File: config.mk
export PLATFORM = sky130hd
export DESIGN_NAME = roberto_uc
export DESIGN_NICKNAME = d
export VERILOG_FILES = /design/src/rtl/roberto_pkg.sv /design/src/rtl/roberto_uc_rx.sv /design/src/rtl/roberto_uc.sv
export SDC_FILE = /design/constraint.sdc
export NUM_CORES = 1
export LEC_CHECK = 0
export BUFFER_PORTS_ARGS = -buffer_cell sky130_fd_sc_hd__clkbuf_2
export CAP_MARGIN = 10
export CORE_MARGIN = 1
export CORE_UTILIZATION = 41
export DETAILED_ROUTE_END_ITERATION = 8
export GPL_TIMING_DRIVEN = 0
export HOLD_SLACK_MARGIN = 0.02
export PLACE_DENSITY = 0.81
export SLEW_MARGIN = 0
export SYNTH_ARGS = -nofsm -noshare
export SYNTH_HDL_FRONTEND = slang
export SYNTH_HIERARCHICAL = 1
export SYNTH_SLANG_ARGS = --single-unit
export TNS_END_PERCENT = 1
File: constraint.sdc
create_clock -name clock -period 1.45 [get_ports clock]
set_input_delay 0.145 -clock clock [delete_from_list [all_inputs] [get_ports clock]]
set_output_delay 0.145 -clock clock [all_outputs]
set_load 0.02 [all_outputs]
File: src/rtl/roberto_pkg.sv
// roberto_pkg: shared definitions for the roberto control unit.
// Holds the TX/RX state encodings (which are also exported on the debug
// ports), the sensor/character geometry of a transmit cycle, the ASCII
// separator sent as the last character of every sensor, and the length of
// the measurement period used by the datapath period counter.
package roberto_pkg;

    // One transmit cycle: NUM_SENSORS sensors x CHARS_PER_SENSOR characters.
    localparam int unsigned CHARS_PER_SENSOR = 4;
    localparam int unsigned NUM_SENSORS      = 3;

    // Separator sent as the last character of each sensor group.
    localparam logic [6:0]  ASCII_HASH       = 7'h23;

    // Measurement period in clock cycles (terminal count of the period counter).
    localparam int unsigned MEAS_PERIOD      = 1_000_000;

    typedef enum logic [3:0] {
        INICIAL     = 4'd0,
        PREPARACAO  = 4'd1,
        MEDIR       = 4'd2,
        ESPERA      = 4'd3,
        TRANSMITE   = 4'd4,
        ESPERA_TX   = 4'd5,
        INC_CHAR    = 4'd6,
        PROX_SENSOR = 4'd7,
        FIM         = 4'd8
    } tx_state_t;

    typedef enum logic [2:0] {
        R_INICIAL = 3'd0,
        R_ESPERA  = 3'd1,
        R_CARREGA = 3'd2,
        R_CONTA   = 3'd3,
        R_CHECA   = 3'd4,
        R_LIBERA  = 3'd5
    } rx_state_t;

endpackage

File: src/rtl/roberto_uc_rx.sv
// roberto_uc_rx: reception FSM of the roberto control unit.
// Routes each received character into reception registers 1 -> 2 -> 3,
// cycling back to 1, and loads exactly once per pronto_recepcao assertion.
// Ports:
//   clock, reset        system clock, synchronous active-high reset
//   pronto_recepcao     received character available (pulse or level)
//   Q_recepcao          reception register index counter (datapath)
//   zera_recpcao        clear of the index counter
//   zera_servos         clear of the servo registers
//   cont_recepcao       index counter enable
//   carrega_reg_1..3    reception register load enables (one-hot or none)
//   db_estado_rx        current state, for debug
module roberto_uc_rx
    import roberto_pkg::*;
#(
    parameter logic [1:0] ULT_REG = 2'd2
) (
    input  logic       clock,
    input  logic       reset,
    input  logic       pronto_recepcao,
    input  logic [1:0] Q_recepcao,
    output logic       zera_recpcao,
    output logic       zera_servos,
    output logic       cont_recepcao,
    output logic       carrega_reg_1,
    output logic       carrega_reg_2,
    output logic       carrega_reg_3,
    output logic [2:0] db_estado_rx
);

    rx_state_t state_q, state_d;

    always_ff @(posedge clock) begin
        if (reset) state_q <= R_INICIAL;
        else       state_q <= state_d;
    end

    always_comb begin
        state_d = state_q;
        case (state_q)
            R_INICIAL: state_d = R_ESPERA;
            R_ESPERA:  if (pronto_recepcao) state_d = R_CARREGA;
            R_CARREGA: state_d = R_CONTA;
            R_CONTA:   state_d = R_CHECA;
            R_CHECA:   state_d = R_LIBERA;
            // Hold here until the strobe drops so a level input loads once.
            R_LIBERA:  if (!pronto_recepcao) state_d = R_ESPERA;
            default:   state_d = R_INICIAL;
        endcase
    end

    always_comb begin
        zera_recpcao  = 1'b0;
        zera_servos   = 1'b0;
        cont_recepcao = 1'b0;
        carrega_reg_1 = 1'b0;
        carrega_reg_2 = 1'b0;
        carrega_reg_3 = 1'b0;
        case (state_q)
            R_INICIAL: begin
                zera_recpcao = 1'b1;
                zera_servos  = 1'b1;
            end
            R_CARREGA: begin
                case (Q_recepcao)
                    2'd0:    carrega_reg_1 = 1'b1;
                    2'd1:    carrega_reg_2 = 1'b1;
                    2'd2:    carrega_reg_3 = 1'b1;
                    default: ;
                endcase
            end
            R_CONTA: cont_recepcao = 1'b1;
            // Past the last register: one extra count wraps the 2-bit index to 0.
            R_CHECA: if (Q_recepcao > ULT_REG) cont_recepcao = 1'b1;
            default: ;
        endcase
    end

    assign db_estado_rx = state_q;

endmodule

File: src/rtl/roberto_uc.sv
// roberto_uc: control unit of the roberto datapath.
// TX FSM: each measurement period triggers the sensors, then sends
// 4 characters per sensor for 3 sensors (12 frames) over the serial TX.
// The RX FSM lives in roberto_uc_rx and runs independently on the same clock.
// Ports:
//   clock, reset            system clock, synchronous active-high reset
//   ligar                   level, enables the periodic measure/transmit loop
//   pronto_seg              period counter at terminal count
//   pronto_serial           TX frame finished
//   pronto_recepcao         RX character available
//   Q_2, Q_3, Q_recepcao    sensor, char and reception index counters
//   zera_*                  synchronous clears to the datapath
//   cont_*                  counter enables
//   medir, partida_tx       one-cycle sensor start / TX start pulses
//   carrega_reg_1..3        reception register load enables
//   pronto                  one-cycle pulse at the end of each transmit cycle
//   db_estado, db_estado_rx TX / RX state, for debug
module roberto_uc
    import roberto_pkg::*;
#(
    parameter logic [1:0] ULT_SENSOR = 2'(NUM_SENSORS - 1),
    parameter logic [1:0] ULT_CHAR   = 2'(CHARS_PER_SENSOR - 1),
    parameter logic [1:0] ULT_REG    = 2'd2
) (
    input  logic       clock,
    input  logic       reset,
    input  logic       ligar,
    input  logic       pronto_seg,
    input  logic       pronto_serial,
    input  logic       pronto_recepcao,
    input  logic [1:0] Q_2,
    input  logic [1:0] Q_3,
    input  logic [1:0] Q_recepcao,
    output logic       zera_sensor,
    output logic       zera_serial,
    output logic       zera_seg,
    output logic       zera_2,
    output logic       zera_3,
    output logic       zera_servos,
    output logic       zera_recpcao,
    output logic       cont_seg,
    output logic       cont_2,
    output logic       cont_3,
    output logic       cont_recepcao,
    output logic       medir,
    output logic       partida_tx,
    output logic       carrega_reg_1,
    output logic       carrega_reg_2,
    output logic       carrega_reg_3,
    output logic       pronto,
    output logic [3:0] db_estado,
    output logic [2:0] db_estado_rx
);

    tx_state_t state_q, state_d;

    always_ff @(posedge clock) begin
        if (reset) state_q <= INICIAL;
        else       state_q <= state_d;
    end

    always_comb begin
        state_d = state_q;
        case (state_q)
            INICIAL:     if (ligar) state_d = PREPARACAO;
            PREPARACAO:  state_d = MEDIR;
            MEDIR:       state_d = ESPERA;
            ESPERA:      if (pronto_seg) state_d = TRANSMITE;
            TRANSMITE:   state_d = ESPERA_TX;
            ESPERA_TX: begin
                if (pronto_serial) state_d = (Q_3 == ULT_CHAR) ? PROX_SENSOR : INC_CHAR;
            end
            INC_CHAR:    state_d = TRANSMITE;
            PROX_SENSOR: state_d = (Q_2 == ULT_SENSOR) ? FIM : TRANSMITE;
            // ligar is only consulted here, so a drop mid-cycle lets the cycle finish.
            FIM:         state_d = ligar ? MEDIR : INICIAL;
            default:     state_d = INICIAL;
        endcase
    end

    always_comb begin
        zera_sensor = 1'b0;
        zera_serial = 1'b0;
        zera_seg    = 1'b0;
        zera_2      = 1'b0;
        zera_3      = 1'b0;
        cont_seg    = 1'b0;
        cont_2      = 1'b0;
        cont_3      = 1'b0;
        medir       = 1'b0;
        partida_tx  = 1'b0;
        pronto      = 1'b0;
        case (state_q)
            PREPARACAO: begin
                zera_sensor = 1'b1;
                zera_serial = 1'b1;
                zera_seg    = 1'b1;
                zera_2      = 1'b1;
                zera_3      = 1'b1;
            end
            MEDIR:     medir      = 1'b1;
            ESPERA:    cont_seg   = 1'b1;
            TRANSMITE: partida_tx = 1'b1;
            INC_CHAR:  cont_3     = 1'b1;
            PROX_SENSOR: begin
                // Advance to the next sensor and restart its character index.
                if (Q_2 != ULT_SENSOR) begin
                    cont_2 = 1'b1;
                    zera_3 = 1'b1;
                end
            end
            FIM: begin
                pronto   = 1'b1;
                zera_seg = 1'b1;
                zera_2   = 1'b1;
                zera_3   = 1'b1;
            end
            default: ;
        endcase
    end

    assign db_estado = state_q;

    roberto_uc_rx #(
        .ULT_REG (ULT_REG)
    ) u_rx (
        .clock           (clock),
        .reset           (reset),
        .pronto_recepcao (pronto_recepcao),
        .Q_recepcao      (Q_recepcao),
        .zera_recpcao    (zera_recpcao),
        .zera_servos     (zera_servos),
        .cont_recepcao   (cont_recepcao),
        .carrega_reg_1   (carrega_reg_1),
        .carrega_reg_2   (carrega_reg_2),
        .carrega_reg_3   (carrega_reg_3),
        .db_estado_rx    (db_estado_rx)
    );

endmodule

Word-level counts from Yosys, hierarchy flattened
Index checks and enable logic that the tools add are counted.
Word-level totals
  logic and storage cells: 61
  input port bits: 12
  output and inout bits: 24
  register bits: 7
Operators by class
  mux-type cells: 29
  reductions and logical operators: 6
  $lt $le $gt $ge: 1
  equality and inequality tests: 23
Operator list (count)
  $pmux 4 s9: 1
  $mux 1: 18
  $pmux 3 s6: 1
  $eq 4x3->1 const B: 4
  $mux 4: 4
  $ne 2x2->1 const B: 6
  $eq 4x2->1 const B: 2
  $eq 2x2->1 const B: 3
  $eq 3x2->1 const B: 2
  $eq 3x3->1 const B: 2
  $mux 3: 2
  $eq 4x1->1 const B: 1
  $eq 4x4->1 const B: 1
  $logic_not 4->1: 1
  $pmux 1 s2: 2
  $eq 3x1->1 const B: 1
  $logic_not 3->1: 1
  $reduce_and 3->1: 1
  $eq 2x1->1 const B: 1
  $gt 2x2->1 const B: 1
  $logic_not 2->1: 1
  $mux 2: 1
  $reduce_and 2->1: 1
  $reduce_or 2->1: 1

Logic depth before layout (Yosys ltp)
Gate-level depths: netlist of the first run.
  depth in word-level cells: 4
  depth in mapped cells: 6

By module
The synthesis of the first run kept the hierarchy.
Modules (own cells, without submodules)
  roberto_uc: area each 396.6 µm², times used 1, cells an instance 54
  roberto_uc_rx: area each 192.7 µm², times used 1, cells an instance 21

Worst setup path after synthesis of the first run
No wires, ideal clock.
  kind: flip-flop to output port
  start: reg state_q[0], in the netlist db_estado[0]
  end: out zera_seg
  cell stages (with the launch flop): 6
  setup slack: -389 ps
  data arrival time: 1694 ps
  required time: 1305 ps
  cells stage by stage: dfxtp_1 -> buf_6 -> nand2b_1 -> nor3_1 -> or2_2 -> buf_4
Between the ends
  word-level cells in the longest chain between the ends: 3
RTL lines
  start: declaration: RTL line roberto_uc.sv:55  | tx_state_t state_q, state_d;
  start signal: assignment: RTL line roberto_uc.sv:59  | else state_q <= state_d;
  $eq 4x4->1 / $eq 4x1->1 (equally long branches)
  $reduce_or 2->1 (no line) *
  $mux 1 *
  end: declaration: RTL line roberto_uc.sv:36  | output logic zera_seg,
Every way passes the cells marked *; elsewhere a longest branch is shown, timed or not.

Worst setup path after layout of the first run
  start: reg state_q[1], in the netlist db_estado[1]
  end: out zera_3
Between the ends
  word-level cells in the longest chain between the ends: 3
RTL lines
  $eq 4x4->1 / $eq 4x1->1 (equally long branches): RTL line roberto_uc.sv:93  | case (state_q)
  $reduce_or 2->1 (no line)
  $pmux 1 s2 *: RTL line roberto_uc.sv:93
  end: declaration: RTL line roberto_uc.sv:38  | output logic zera_3,
Marked as above.

==> metrics.txt, run 1 <==
# TYPE chip_impl_metric gauge
chip_impl_metric{name="maxCapViolCount",unit=""} 0
chip_impl_metric{name="place.gp.congestion",unit=""} 0.826
chip_impl_metric{name="global_route_usage_over_all_layers",unit=""} 0.280
chip_impl_info{name="layout.cells.most_common",value="buf_4"} 1
chip_impl_metric{name="placement_rows",unit=""} 13
chip_impl_metric{name="report.final.setup_viol",unit=""} 2
chip_impl_info{name="worstSetupEndpointType",value="primary output"} 1
chip_impl_metric{name="ys_async_rst_share",unit=""} 0
chip_impl_info{name="timing.hold.worst.class",value="input port to flip-flop"} 1
chip_impl_metric{name="top_level_port_count",unit=""} 36
chip_impl_metric{name="clkPwrFrac",unit=""} 0.218
chip_impl_info{name="grt_setup_unrepaired",value="yes"} 1
chip_impl_metric{name="final_cell_count_no_fill",unit=""} 142
chip_impl_info{name="cts-root-buf",value="clkbuf_4"} 1
chip_impl_metric{name="power.internal",unit="mW"} 0.503
chip_impl_metric{name="hold_violation_count_in_the_final_report",unit=""} 0
chip_impl_metric{name="cell_area_reported_after_detailed_placement",unit="um2"} 812
chip_impl_metric{name="power.share.combinational",unit=""} 0.501
chip_impl_metric{name="synthDistinctLibCells",unit=""} 34
chip_impl_metric{name="fin_crit",unit="ns"} 1.46
chip_impl_metric{name="timing_worst_slew_pin_value",unit="ns"} 0.222
chip_impl_metric{name="irDropWorstVdd",unit="mV"} 0.470
chip_impl_metric{name="starting_density_of_the_core",unit=""} 0.447
chip_impl_metric{name="clock_latency",unit="ns"} 0.25
chip_impl_info{name="ys.flop_type",value="dfxtp_1"} 1
chip_impl_metric{name="layout_setup_ws",unit="ns"} -0.00782
chip_impl_metric{name="grt_first_pass_wirelength",unit="mm"} 2.95
chip_impl_info{name="crit-reg2reg-launch",value="db_estado[0]$_SDFFE_PP0P_"} 1
chip_impl_metric{name="route.detailed.wl_per_inst",unit="um"} 14.1
chip_impl_metric{name="synth_warnings",unit=""} 6
chip_impl_metric{name="grt_antenna_before_repair",unit=""} 0
chip_impl_info{name="failed_checks",value="negative setup slack"} 1
chip_impl_metric{name="synth_enable_flop_cells",unit=""} 0
chip_impl_metric{name="ant_nets",unit=""} 0
chip_impl_metric{name="cts.clk_slew.worst_paths",unit="ns"} 0.05
chip_impl_info{name="crit_path_start",value="db_estado[1]$_SDFFE_PP0P_"} 1
chip_impl_metric{name="power.static_leakage",unit="nW"} 0.481
chip_impl_info{name="tritoncts_clock_tree",value="built"} 1
chip_impl_metric{name="final_design_area_excluding_fillers",unit="um2"} 1070
chip_impl_metric{name="critical_path.max_fanout",unit=""} 8
chip_impl_metric{name="proportion_of_synthesized_chip_area_in_sequential_cells",unit=""} 0.238
chip_impl_metric{name="fmax",unit="MHz"} 686
chip_impl_metric{name="fin_total_pwr",unit="mW"} 0.786
chip_impl_metric{name="pwr-share-seq",unit=""} 0.281
chip_impl_metric{name="grt_pass1_vias",unit=""} 663
chip_impl_metric{name="clockBufferDepth",unit=""} 2
chip_impl_metric{name="die_h",unit="um"} 39.9
chip_impl_metric{name="switching_share",unit=""} 0.359
chip_impl_metric{name="syn_nets",unit=""} 87
chip_impl_metric{name="core_area",unit="um2"} 1320
chip_impl_metric{name="cts-htree-levels",unit=""} 1
chip_impl_metric{name="syn-instance-count",unit=""} 75
chip_impl_metric{name="finish.utilization",unit=""} 0.813
chip_impl_metric{name="required",unit="ns"} 1.31
chip_impl_metric{name="area_growth_syn_to_layout",unit="%"} 81.7
chip_impl_metric{name="final_layout_size_suffix_gt1_frac",unit=""} 0.685
chip_impl_metric{name="grt_start_max_net_pins",unit=""} 11
chip_impl_metric{name="drt_pre_antenna_iters",unit=""} 4
chip_impl_info{name="critical_path_class",value="flip-flop to primary output"} 1
chip_impl_info{name="holdCritStartpoint",value="reset"} 1
chip_impl_metric{name="post_detail_place_hpwl",unit="mm"} 1.13
chip_impl_metric{name="critPathArrivalTime",unit="ns"} 1.31
chip_impl_metric{name="gr-total-overflow",unit=""} 0
chip_impl_metric{name="placed_cells",unit=""} 125
chip_impl_metric{name="powerDensity",unit="nW/um2"} 734
chip_impl_metric{name="i_o_buffers",unit=""} 35
chip_impl_info{name="outcome",value="finished with violations"} 1
chip_impl_metric{name="die_width",unit="um"} 39.9
chip_impl_metric{name="power.switching",unit="mW"} 0.282
chip_impl_metric{name="drt_iter0_markers",unit=""} 33
chip_impl_metric{name="synth_area",unit="um2"} 589
chip_impl_metric{name="detailroute.via_count",unit=""} 780
chip_impl_info{name="cp-start-kind",value="flip-flop"} 1
chip_impl_metric{name="antenna-diode-count",unit=""} 0
chip_impl_metric{name="drt_wl_total",unit="mm"} 2.00
chip_impl_info{name="mostFrequentLayoutCells",value="24 x buf_4, 22 x clkbuf_2, 5 x buf_6, 5 x nand3_1, 5 x dfxtp_4"} 1
chip_impl_metric{name="clock_skew",unit="ns"} 0.00796
chip_impl_metric{name="remaining_drc_errors",unit=""} 0
chip_impl_metric{name="timing.hold.ws",unit="ns"} 0.193
chip_impl_metric{name="report.final.slew_viol_count",unit=""} 0
chip_impl_metric{name="post_cts_hold_buffer_count",unit=""} 0
chip_impl_metric{name="vias_per_cell",unit=""} 5.49
chip_impl_metric{name="max_slew_margin",unit=""} 0.852
chip_impl_metric{name="total_die_area",unit="um2"} 1590
chip_impl_metric{name="cts_inserted_buffers",unit=""} 3
chip_impl_metric{name="avgSynthCellArea",unit="um2"} 7.86
chip_impl_metric{name="cts_num_sinks",unit=""} 7
chip_impl_metric{name="yosys_register_bits",unit=""} 7
chip_impl_metric{name="final_min_period_over_clock_period",unit=""} 1.01
chip_impl_metric{name="finalNetCount",unit=""} 140
## critical path, cell delays in order, from the launching register on
cell,delay [ns]
dfxtp_4,0.40
buf_6,0.15
nand3_1,0.09
o21a_1,0.13
o21ai_1,0.14
buf_4,0.16
## cells by family (layout without fill, tap and decap cells)
| family | count (synthesis) | count (layout) | synth area share |
|---|---|---|---|
| AOI/OAI and AO/OA | 14 | 14 | 0.170 |
| DFF | 7 | 7 | 0.238 |
| buffers and inverters | 8 | 60 | 0.0977 |
| and+or+nand+nor | 45 | 45 | 0.476 |
| muxes | 1 | 1 | 0.0191 |
## path summary, 6_finish.rpt
kind | cells after the start | slack, ns | end
worst min-delay path | 2 | 0.19 | db_estado[1]$_SDFFE_PP0P_
worst max-delay path | 5 | -0.008 | zera_3
worst min register to register | 2 | 0.60 | db_estado[3]$_SDFFE_PP0P_
worst max register to register | 5 | 0.01 | db_estado[1]$_SDFFE_PP0P_
## synth_stat cells (4+ instances only)
cell	instances	area, um2
nor3_1	8	40.0
dfxtp_1	7	140
buf_4	5	37.5
nand2b_1	5	31.3
nand3_1	5	25.0
a21oi_1	4	20.0
nand2_1	4	15.0
nor2_1	4	15.0
## power groups by stage
stage | combinational, mW | sequential (mW) | clock, mW
final | 0.393 | 0.221 | 0.172
after global placement | 0.272 | 0.232 | 0
after CTS | 0.335 | 0.219 | 0.175
after floorplan | 0.182 | 0.244 | 0
after detailed placement | 0.276 | 0.233 | 0
after global routing | 0.417 | 0.222 | 0.202
## flip-flops by register name, summed over array words and instances, names as in the netlist
name               flops
db_estado              4
u_rx/db_estado_rx      3
## final cells by class
type                    instances  area (um2)
clock buffers                   4        26.3
repair buffers                 49         323
well taps                      15        18.8
flip-flops and latches          7         161
inverters                       1        3.75
multi-input cells              60         474
fillers                        82         246
plain buffers                   6        63.8
## timing repair
item	in CTS	in global routing
setup buffers	11	3
pin swaps	5	3
setup endpoints to repair	7	16
gates resized for setup	25	29
## layer usage
| layer | vias to the layer above | wire, um | GRT usage |
|---|---|---|---|
| met5 | - | 0 | 0 |
| met4 | 0 | 21 | 0.0948 |
| met3 | 4 | 94 | 0.0568 |
| met2 | 23 | 1020 | 0.476 |
| met1 | 374 | 862 | 0.344 |
| li1 | 379 | - | - |
## through the flow
step	setup TNS, ns	setup slack (ns)
finish	-0.0145	-0.00782
global route	-0.435	-0.0919
CTS	-0.0810	-0.0439
detailed placement	0	0.0255
global placement	0	0.0146
floorplan	-0.139	-0.0888
Power figures use the tool's default switching activity.
==> inputs of run 2 (changes only) <==
- SYNTH_HIERARCHICAL: 1 -> not set
==> run 2 against run 1 <==
Effect of this change: the run still ends with negative setup slack left; wire length rose by 3.3%; sequential cell count did not move; setup slack worse by 0.12 ns; power decreased by 3.1%; combinational power is 10% lower; clock power increased by 6%; die area shrank 1.6%; maximum frequency decreased by 7.7%; cell area decreased by 3.6%; clock-buffer cell count unchanged; register-to-register slack got worse by 0.06 ns; via count is 2.2% higher; critical path type unchanged; highest routed layer unchanged.
==> metrics.txt, run 2 <==
# TYPE chip_impl_metric gauge
chip_impl_info{name="cp-start-kind",value="flip-flop"} 1
chip_impl_metric{name="cts_num_sinks",unit=""} 7
chip_impl_info{name="crit-reg2reg-capture",value="db_estado[1]$_SDFFE_PP0P_"} 1
chip_impl_metric{name="final_cell_count_no_fill",unit=""} 146
chip_impl_metric{name="hold_violation_count_in_the_final_report",unit=""} 0
chip_impl_metric{name="proportion_of_synthesized_chip_area_in_sequential_cells",unit=""} 0.242
chip_impl_metric{name="cell_area_reported_after_detailed_placement",unit="um2"} 803
chip_impl_metric{name="maxCapViolCount",unit=""} 0
chip_impl_metric{name="area_growth_syn_to_layout",unit="%"} 78.2
chip_impl_info{name="crit-reg2reg-launch",value="db_estado[1]$_SDFFE_PP0P_"} 1
chip_impl_metric{name="total_die_area",unit="um2"} 1570
chip_impl_metric{name="largest_register_ff_count",unit=""} 4
chip_impl_metric{name="syn-instance-count",unit=""} 80
chip_impl_metric{name="grt_antenna_before_repair",unit=""} 0
chip_impl_metric{name="max_slew_margin",unit=""} 0.745
chip_impl_metric{name="report.final.slew_viol_count",unit=""} 0
chip_impl_metric{name="global_route_usage_over_all_layers",unit=""} 0.261
chip_impl_metric{name="powerDensity",unit="nW/um2"} 738
chip_impl_metric{name="yosys_register_bits",unit=""} 7
chip_impl_metric{name="gr-total-overflow",unit=""} 0
chip_impl_metric{name="power.static_leakage",unit="nW"} 0.476
chip_impl_metric{name="ant_nets",unit=""} 0
chip_impl_metric{name="final_design_area_excluding_fillers",unit="um2"} 1030
chip_impl_metric{name="core_area",unit="um2"} 1300
chip_impl_metric{name="grt_pass1_vias",unit=""} 630
chip_impl_metric{name="final_layout_size_suffix_gt1_frac",unit=""} 0.595
chip_impl_metric{name="drt_iter0_markers",unit=""} 12
chip_impl_info{name="outcome",value="finished with violations"} 1
chip_impl_metric{name="detailroute.via_count",unit=""} 797
chip_impl_info{name="critPathSlowestCell",value="dfxtp_4"} 1
chip_impl_metric{name="grt_first_pass_wirelength",unit="mm"} 2.64
chip_impl_metric{name="timing_worst_slew_pin_value",unit="ns"} 0.382
chip_impl_metric{name="fin_crit",unit="ns"} 1.58
chip_impl_metric{name="worst_hold_path.num_cells",unit=""} 3
chip_impl_metric{name="synth_enable_flop_cells",unit=""} 0
chip_impl_metric{name="timing.reg2reg.worst_path_depth",unit=""} 4
chip_impl_info{name="cts-root-buf",value="clkbuf_4"} 1
chip_impl_metric{name="timing.hold.ws",unit="ns"} 0.146
chip_impl_metric{name="remaining_drc_errors",unit=""} 0
chip_impl_metric{name="top_level_port_count",unit=""} 36
chip_impl_metric{name="placed_cells",unit=""} 129
chip_impl_info{name="mostFrequentLayoutCells",value="23 x clkbuf_2, 18 x buf_4, 6 x a21oi_1"} 1
chip_impl_metric{name="finalNetCount",unit=""} 144
chip_impl_metric{name="avgSynthCellArea",unit="um2"} 7.24
chip_impl_metric{name="synth_warnings",unit=""} 0
chip_impl_metric{name="ys_async_rst_share",unit=""} 0
chip_impl_info{name="timing.hold.worst.class",value="input port to flip-flop"} 1
chip_impl_metric{name="drt_pre_antenna_iters",unit=""} 4
chip_impl_metric{name="die_width",unit="um"} 39.6
chip_impl_info{name="tritoncts_clock_tree",value="built"} 1
chip_impl_metric{name="cts_inserted_buffers",unit=""} 3
chip_impl_metric{name="clockBufferDepth",unit=""} 2
chip_impl_metric{name="syn_nets",unit=""} 92
chip_impl_info{name="synthTopCellsByArea",value="dfxtp_1 24%, buf_4 6.5%, nor3_1 6.0%"} 1
chip_impl_metric{name="place.gp.congestion",unit=""} 0.783
chip_impl_metric{name="starting_density_of_the_core",unit=""} 0.445
chip_impl_info{name="failed_checks",value="negative setup slack"} 1
chip_impl_metric{name="i_o_buffers",unit=""} 34
chip_impl_info{name="worstSetupEndpointType",value="primary output"} 1
chip_impl_metric{name="critPathArrivalTime",unit="ns"} 1.43
chip_impl_info{name="timing.critical_path.cells",value="nor3_1 > and2_4 > or2_4 > buf_6 > buf_8"} 1
chip_impl_metric{name="irDropWorstVdd",unit="mV"} 0.614
chip_impl_metric{name="clock_skew",unit="ns"} 0.00541
chip_impl_info{name="crit_path_end",value="zera_seg"} 1
chip_impl_metric{name="placement_rows",unit=""} 13
chip_impl_metric{name="route.detailed.wl_per_inst",unit="um"} 14.1
chip_impl_metric{name="fin_total_pwr",unit="mW"} 0.761
chip_impl_info{name="critical_path_class",value="flip-flop to primary output"} 1
chip_impl_info{name="layout.cells.most_common",value="clkbuf_2"} 1
chip_impl_metric{name="layout_setup_ws",unit="ns"} -0.130
chip_impl_info{name="ys_top_cells_by_count",value="8 x nor2_1, 7 x dfxtp_1, 7 x nor3_1"} 1
chip_impl_info{name="crit_path_start",value="db_estado[1]$_SDFFE_PP0P_"} 1
chip_impl_metric{name="die_h",unit="um"} 39.6
chip_impl_metric{name="clock_latency",unit="ns"} 0.26
chip_impl_metric{name="drt_wl_total",unit="mm"} 2.06
chip_impl_metric{name="fmax",unit="MHz"} 633
chip_impl_metric{name="antenna-diode-count",unit=""} 0
chip_impl_metric{name="slowest_delay",unit="ns"} 0.36
chip_impl_metric{name="synth_area",unit="um2"} 579
chip_impl_metric{name="cts-htree-levels",unit=""} 1
chip_impl_metric{name="final_min_period_over_clock_period",unit=""} 1.09
chip_impl_metric{name="report.final.setup_viol",unit=""} 7
chip_impl_info{name="post-synth-top-area-cell",value="dfxtp_1"} 1
chip_impl_metric{name="grt_start_max_net_pins",unit=""} 11
chip_impl_metric{name="yosysTopAreaCellShare",unit=""} 0.242
chip_impl_metric{name="critical_path.max_fanout",unit=""} 4
chip_impl_metric{name="cts.clk_slew.worst_paths",unit="ns"} 0.05
chip_impl_metric{name="vias_per_cell",unit=""} 5.46
chip_impl_info{name="ys.flop_type",value="dfxtp_1"} 1
chip_impl_info{name="most_frequent_cell_after_synthesis",value="nor2_1"} 1
chip_impl_info{name="grt_setup_unrepaired",value="yes"} 1
chip_impl_metric{name="post_cts_hold_buffer_count",unit=""} 0
chip_impl_metric{name="synthDistinctLibCells",unit=""} 31
chip_impl_metric{name="post_detail_place_hpwl",unit="mm"} 1.12
chip_impl_metric{name="required",unit="ns"} 1.31
chip_impl_metric{name="reg_to_reg_setup_timing_slack",unit="ns"} -0.05
==> run 2: changes by cell type in the layout (fill, tap and decap cells not counted), sizes merged, moves of 2 or more <==
| cell | delta |
|---|---|
| a21oi | +3 |
| clkbuf | +6 |
| nor3 | -2 |
| buf | -5 |
| or2b | -2 |
| nor2 | +4 |
==> run 2: stage by stage <==
step | setup WS [ns] | setup TNS, ns | utilization
3_3_place_gp | 0.0115 | 0 | 0.617
4_1_cts | -0.106 | -0.291 | 0.758
3_5_place_dp | -0.00612 | -0.00612 | 0.617
2_1_floorplan | -0.117 | -0.128 | -
6_report | -0.130 | -0.519 | 0.793
5_1_grt | -0.180 | -1.01 | 0.793
==> run 2: worst max-delay path: cells and delay by family, from the launching register on <==
| kind | cells | cell delay, ns |
|---|---|---|
| DFF | 1 | 0.36 |
| and+or+nand+nor | 3 | 0.63 |
| buffers and inverters | 2 | 0.19 |
==> run 2: where the power goes <==
part | switching, mW | internal [mW]
Clock | 0.0763 | 0.105
Combinational | 0.176 | 0.177
Sequential | 0.0211 | 0.206
==> run 2: cell families (layout without fill, tap and decap cells) <==
family | after synthesis | in the layout | share of synthesized area
AOI/OAI and AO/OA | 14 | 14 | 0.156
muxes | 1 | 1 | 0.0173
and+or+nand+nor | 47 | 47 | 0.469
DFF | 7 | 7 | 0.242
buffers and inverters | 11 | 62 | 0.117
==> run 2: routing by layer <==
layer,GRT usage,vias up,part of all wire
li1,-,389,-
met1,0.301,381,0.42
met2,0.459,21,0.52
met3,0.0682,6,0.041
met4,0.0776,0,0.014
met5,0,-,0
==> run 2: area by class of cell <==
class	count	area, um2
Inverter	2	7.51
Buffer	8	98.8
Sequential cell	7	155
Clock buffer	4	26.3
Timing Repair Buffer	48	310
Tap cell	15	18.8
Multi-Input combinational cell	62	415
Fill cell	101	269
==> run 2: repair_timing <==
item | CTS | global route
buffers inserted | 12 | 1
setup endpoints to repair | 9 | 15
gates resized for setup | 20 | 23
pin swaps | 5 | 0
cloned | 1 | 0
==> run 2: worst min path at each step <==
| stage | endpoint | slack, ns | from |
|---|---|---|---|
| 2_1_floorplan | db_estado[1]$_SDFFE_PP0P_ | 0.30 | ligar |
| 3_3_place_gp | db_estado[1]$_SDFFE_PP0P_ | 0.41 | ligar |
| 3_5_place_dp | db_estado[1]$_SDFFE_PP0P_ | 0.41 | ligar |
| 4_1_cts | db_estado[1]$_SDFFE_PP0P_ | 0.14 | ligar |
| 5_1_grt | db_estado[1]$_SDFFE_PP0P_ | 0.15 | ligar |
| 6_report | db_estado[1]$_SDFFE_PP0P_ | 0.15 | ligar |
==> inputs of run 3 (changes only) <==
- CORE_UTILIZATION: 41 -> 40
- PLACE_DENSITY: 0.81 -> 0.8
==> run 3 against run 2 <==
Effect of this change: the run still ends with negative setup slack left; clock skew is essentially flat; sequential share of layout area rose by 0.076 points; maximum frequency rose by 0.10%; sequential cell count is the same; first-iteration DRC count shrank 17%; cell count down 2.7%; clock-buffer cell count unchanged; wire length is 7.8% lower; critical path type unchanged; largest power group unchanged.
==> metrics.txt, run 3 (same netlist as run 2, synthesis figures left out) <==
# TYPE chip_impl_metric gauge
chip_impl_metric{name="cts-htree-levels",unit=""} 1
chip_impl_info{name="tritoncts_clock_tree",value="built"} 1
chip_impl_info{name="layout.cells.most_common",value="clkbuf_2"} 1
chip_impl_metric{name="remaining_drc_errors",unit=""} 0
chip_impl_metric{name="cell_area_reported_after_detailed_placement",unit="um2"} 803
chip_impl_metric{name="clockBufferDepth",unit=""} 2
chip_impl_metric{name="top_level_port_count",unit=""} 36
chip_impl_metric{name="finalNetCount",unit=""} 140
chip_impl_metric{name="layout_setup_ws",unit="ns"} -0.128
chip_impl_metric{name="timing.hold.ws",unit="ns"} 0.155
chip_impl_info{name="outcome",value="finished with violations"} 1
chip_impl_metric{name="grt_start_max_net_pins",unit=""} 11
chip_impl_info{name="cp-start-kind",value="flip-flop"} 1
chip_impl_metric{name="place.gp.congestion",unit=""} 0.816
chip_impl_metric{name="filler_cell_count",unit=""} 97
chip_impl_metric{name="timing_worst_slew_pin_value",unit="ns"} 0.356
chip_impl_metric{name="power.static_leakage",unit="nW"} 0.457
chip_impl_info{name="critical_path_class",value="flip-flop to primary output"} 1
chip_impl_info{name="worstSetupEndpointType",value="primary output"} 1
chip_impl_metric{name="hold_violation_count_in_the_final_report",unit=""} 0
chip_impl_metric{name="drt_wl_total",unit="mm"} 1.90
chip_impl_metric{name="powerDensity",unit="nW/um2"} 749
chip_impl_metric{name="maxCapViolCount",unit=""} 0
chip_impl_metric{name="ant_nets",unit=""} 0
chip_impl_metric{name="report.final.slew_viol_count",unit=""} 0
chip_impl_metric{name="largest_register_ff_count",unit=""} 4
chip_impl_metric{name="post_cts_hold_buffer_count",unit=""} 0
chip_impl_metric{name="core_area",unit="um2"} 1320
chip_impl_metric{name="gr-total-overflow",unit=""} 0
chip_impl_metric{name="irDropWorstVdd",unit="mV"} 0.834
chip_impl_metric{name="final_layout_size_suffix_gt1_frac",unit=""} 0.575
chip_impl_info{name="failed_checks",value="negative setup slack"} 1
chip_impl_metric{name="clock_skew",unit="ns"} 0.00576
chip_impl_metric{name="cts_inserted_buffers",unit=""} 3
chip_impl_metric{name="fin_crit",unit="ns"} 1.58
chip_impl_metric{name="cts.clk_slew.worst_paths",unit="ns"} 0.05
chip_impl_info{name="timing.hold.worst.class",value="input port to flip-flop"} 1
chip_impl_metric{name="grt_first_pass_wirelength",unit="mm"} 2.64
chip_impl_metric{name="i_o_buffers",unit=""} 34
chip_impl_metric{name="antenna-diode-count",unit=""} 0
chip_impl_metric{name="placement_rows",unit=""} 13
chip_impl_info{name="cts-root-buf",value="clkbuf_4"} 1
chip_impl_metric{name="vias_per_cell",unit=""} 5.32
chip_impl_metric{name="drt_pre_antenna_iters",unit=""} 4
chip_impl_metric{name="die_h",unit="um"} 40.1
chip_impl_info{name="grt_setup_unrepaired",value="yes"} 1
chip_impl_metric{name="seqCellArea",unit="um2"} 151
chip_impl_metric{name="route.detailed.wl_per_inst",unit="um"} 13.4
chip_impl_metric{name="cts_num_sinks",unit=""} 7
chip_impl_metric{name="grt_antenna_before_repair",unit=""} 0
chip_impl_metric{name="report.final.setup_viol",unit=""} 7
chip_impl_metric{name="final_min_period_over_clock_period",unit=""} 1.09
chip_impl_metric{name="area_growth_syn_to_layout",unit="%"} 73.0
chip_impl_metric{name="fmax",unit="MHz"} 634
chip_impl_metric{name="max_slew_margin",unit=""} 0.763
chip_impl_metric{name="total_die_area",unit="um2"} 1600
chip_impl_metric{name="global_route_usage_over_all_layers",unit=""} 0.249
chip_impl_metric{name="required",unit="ns"} 1.31
chip_impl_metric{name="post_detail_place_hpwl",unit="mm"} 1.18
chip_impl_info{name="mostFrequentLayoutCells",value="22 x clkbuf_2, 17 x buf_4, 6 x nor2_1, 6 x a21oi_1"} 1
chip_impl_metric{name="starting_density_of_the_core",unit=""} 0.440
chip_impl_metric{name="die_width",unit="um"} 40.1
chip_impl_metric{name="critPathArrivalTime",unit="ns"} 1.43
chip_impl_metric{name="multi_input_area",unit="um2"} 420
chip_impl_metric{name="final_design_area_excluding_fillers",unit="um2"} 1000
chip_impl_metric{name="clock_latency",unit="ns"} 0.26
chip_impl_metric{name="critical_path.max_fanout",unit=""} 4
chip_impl_metric{name="detailroute.via_count",unit=""} 756
chip_impl_metric{name="grt_pass1_vias",unit=""} 616
chip_impl_metric{name="drt_iter0_markers",unit=""} 10
## run 3: through the flow
| stage | std cells | total power, mW | setup TNS, ns | utilization | worst slack (ns) |
|---|---|---|---|---|---|
| global route | 142 | 0.792 | -0.935 | 0.761 | -0.171 |
| floorplan | 80 | 0.421 | -0.128 | - | -0.117 |
| global placement | 129 | 0.494 | 0 | 0.610 | 0.0227 |
| CTS | 141 | 0.725 | -0.302 | 0.730 | -0.112 |
| finish | 142 | 0.751 | -0.452 | 0.761 | -0.128 |
| detailed placement | 129 | 0.500 | 0 | 0.610 | 0.00809 |
## run 3: what timing repair did
action,CTS,global route
gates resized for setup,22,18
buffers inserted,9,1
pin swaps,5,3
endpoints found under the setup margin,11,16
## run 3: worst paths after layout
path                                     startpoint                                 to  slack, ns  cells after the start
setup / recovery          db_estado[1]$_SDFFE_PP0P_                           zera_seg      -0.13                      5
hold / removal                                ligar          db_estado[1]$_SDFFE_PP0P_       0.16                      3
setup reg to reg          db_estado[1]$_SDFFE_PP0P_          db_estado[1]$_SDFFE_PP0P_      -0.05                      5
hold reg to reg   u_rx.db_estado_rx[2]$_SDFFE_PP0P_  u_rx.db_estado_rx[1]$_SDFFE_PP0P_       0.49                      1
## run 3: worst max-delay path, cell delays in order (launching register included)
cell and delay, ns:
dfxtp_4 0.36, buf_8 0.12, nor4b_4 0.31, or2_4 0.19, buf_6 0.09, buf_8 0.10
## run 3: layer usage
metal / vias to the layer above / GRT usage / part of all wire
li1: 381 / - / -
met1: 355 / 0.320 / 0.44
met2: 18 / 0.379 / 0.51
met3: 2 / 0.0944 / 0.051
met4: 0 / 0.0776 / 0.0053
met5: - / 0 / 0
## run 3: cell type report
cell class,instances,area share
Multi-Input combinational cell,62,0.419
Buffer,8,0.0949
Clock buffer,4,0.0262
Timing Repair Buffer,44,0.282
Tap cell,15,0.0187
Sequential cell,7,0.151
Inverter,2,0.00749
## run 3: power by group
part           switching [mW]  internal, mW  total (mW)
Clock                  0.0731         0.105       0.178
Sequential             0.0206         0.205       0.226
Combinational           0.175         0.172       0.347
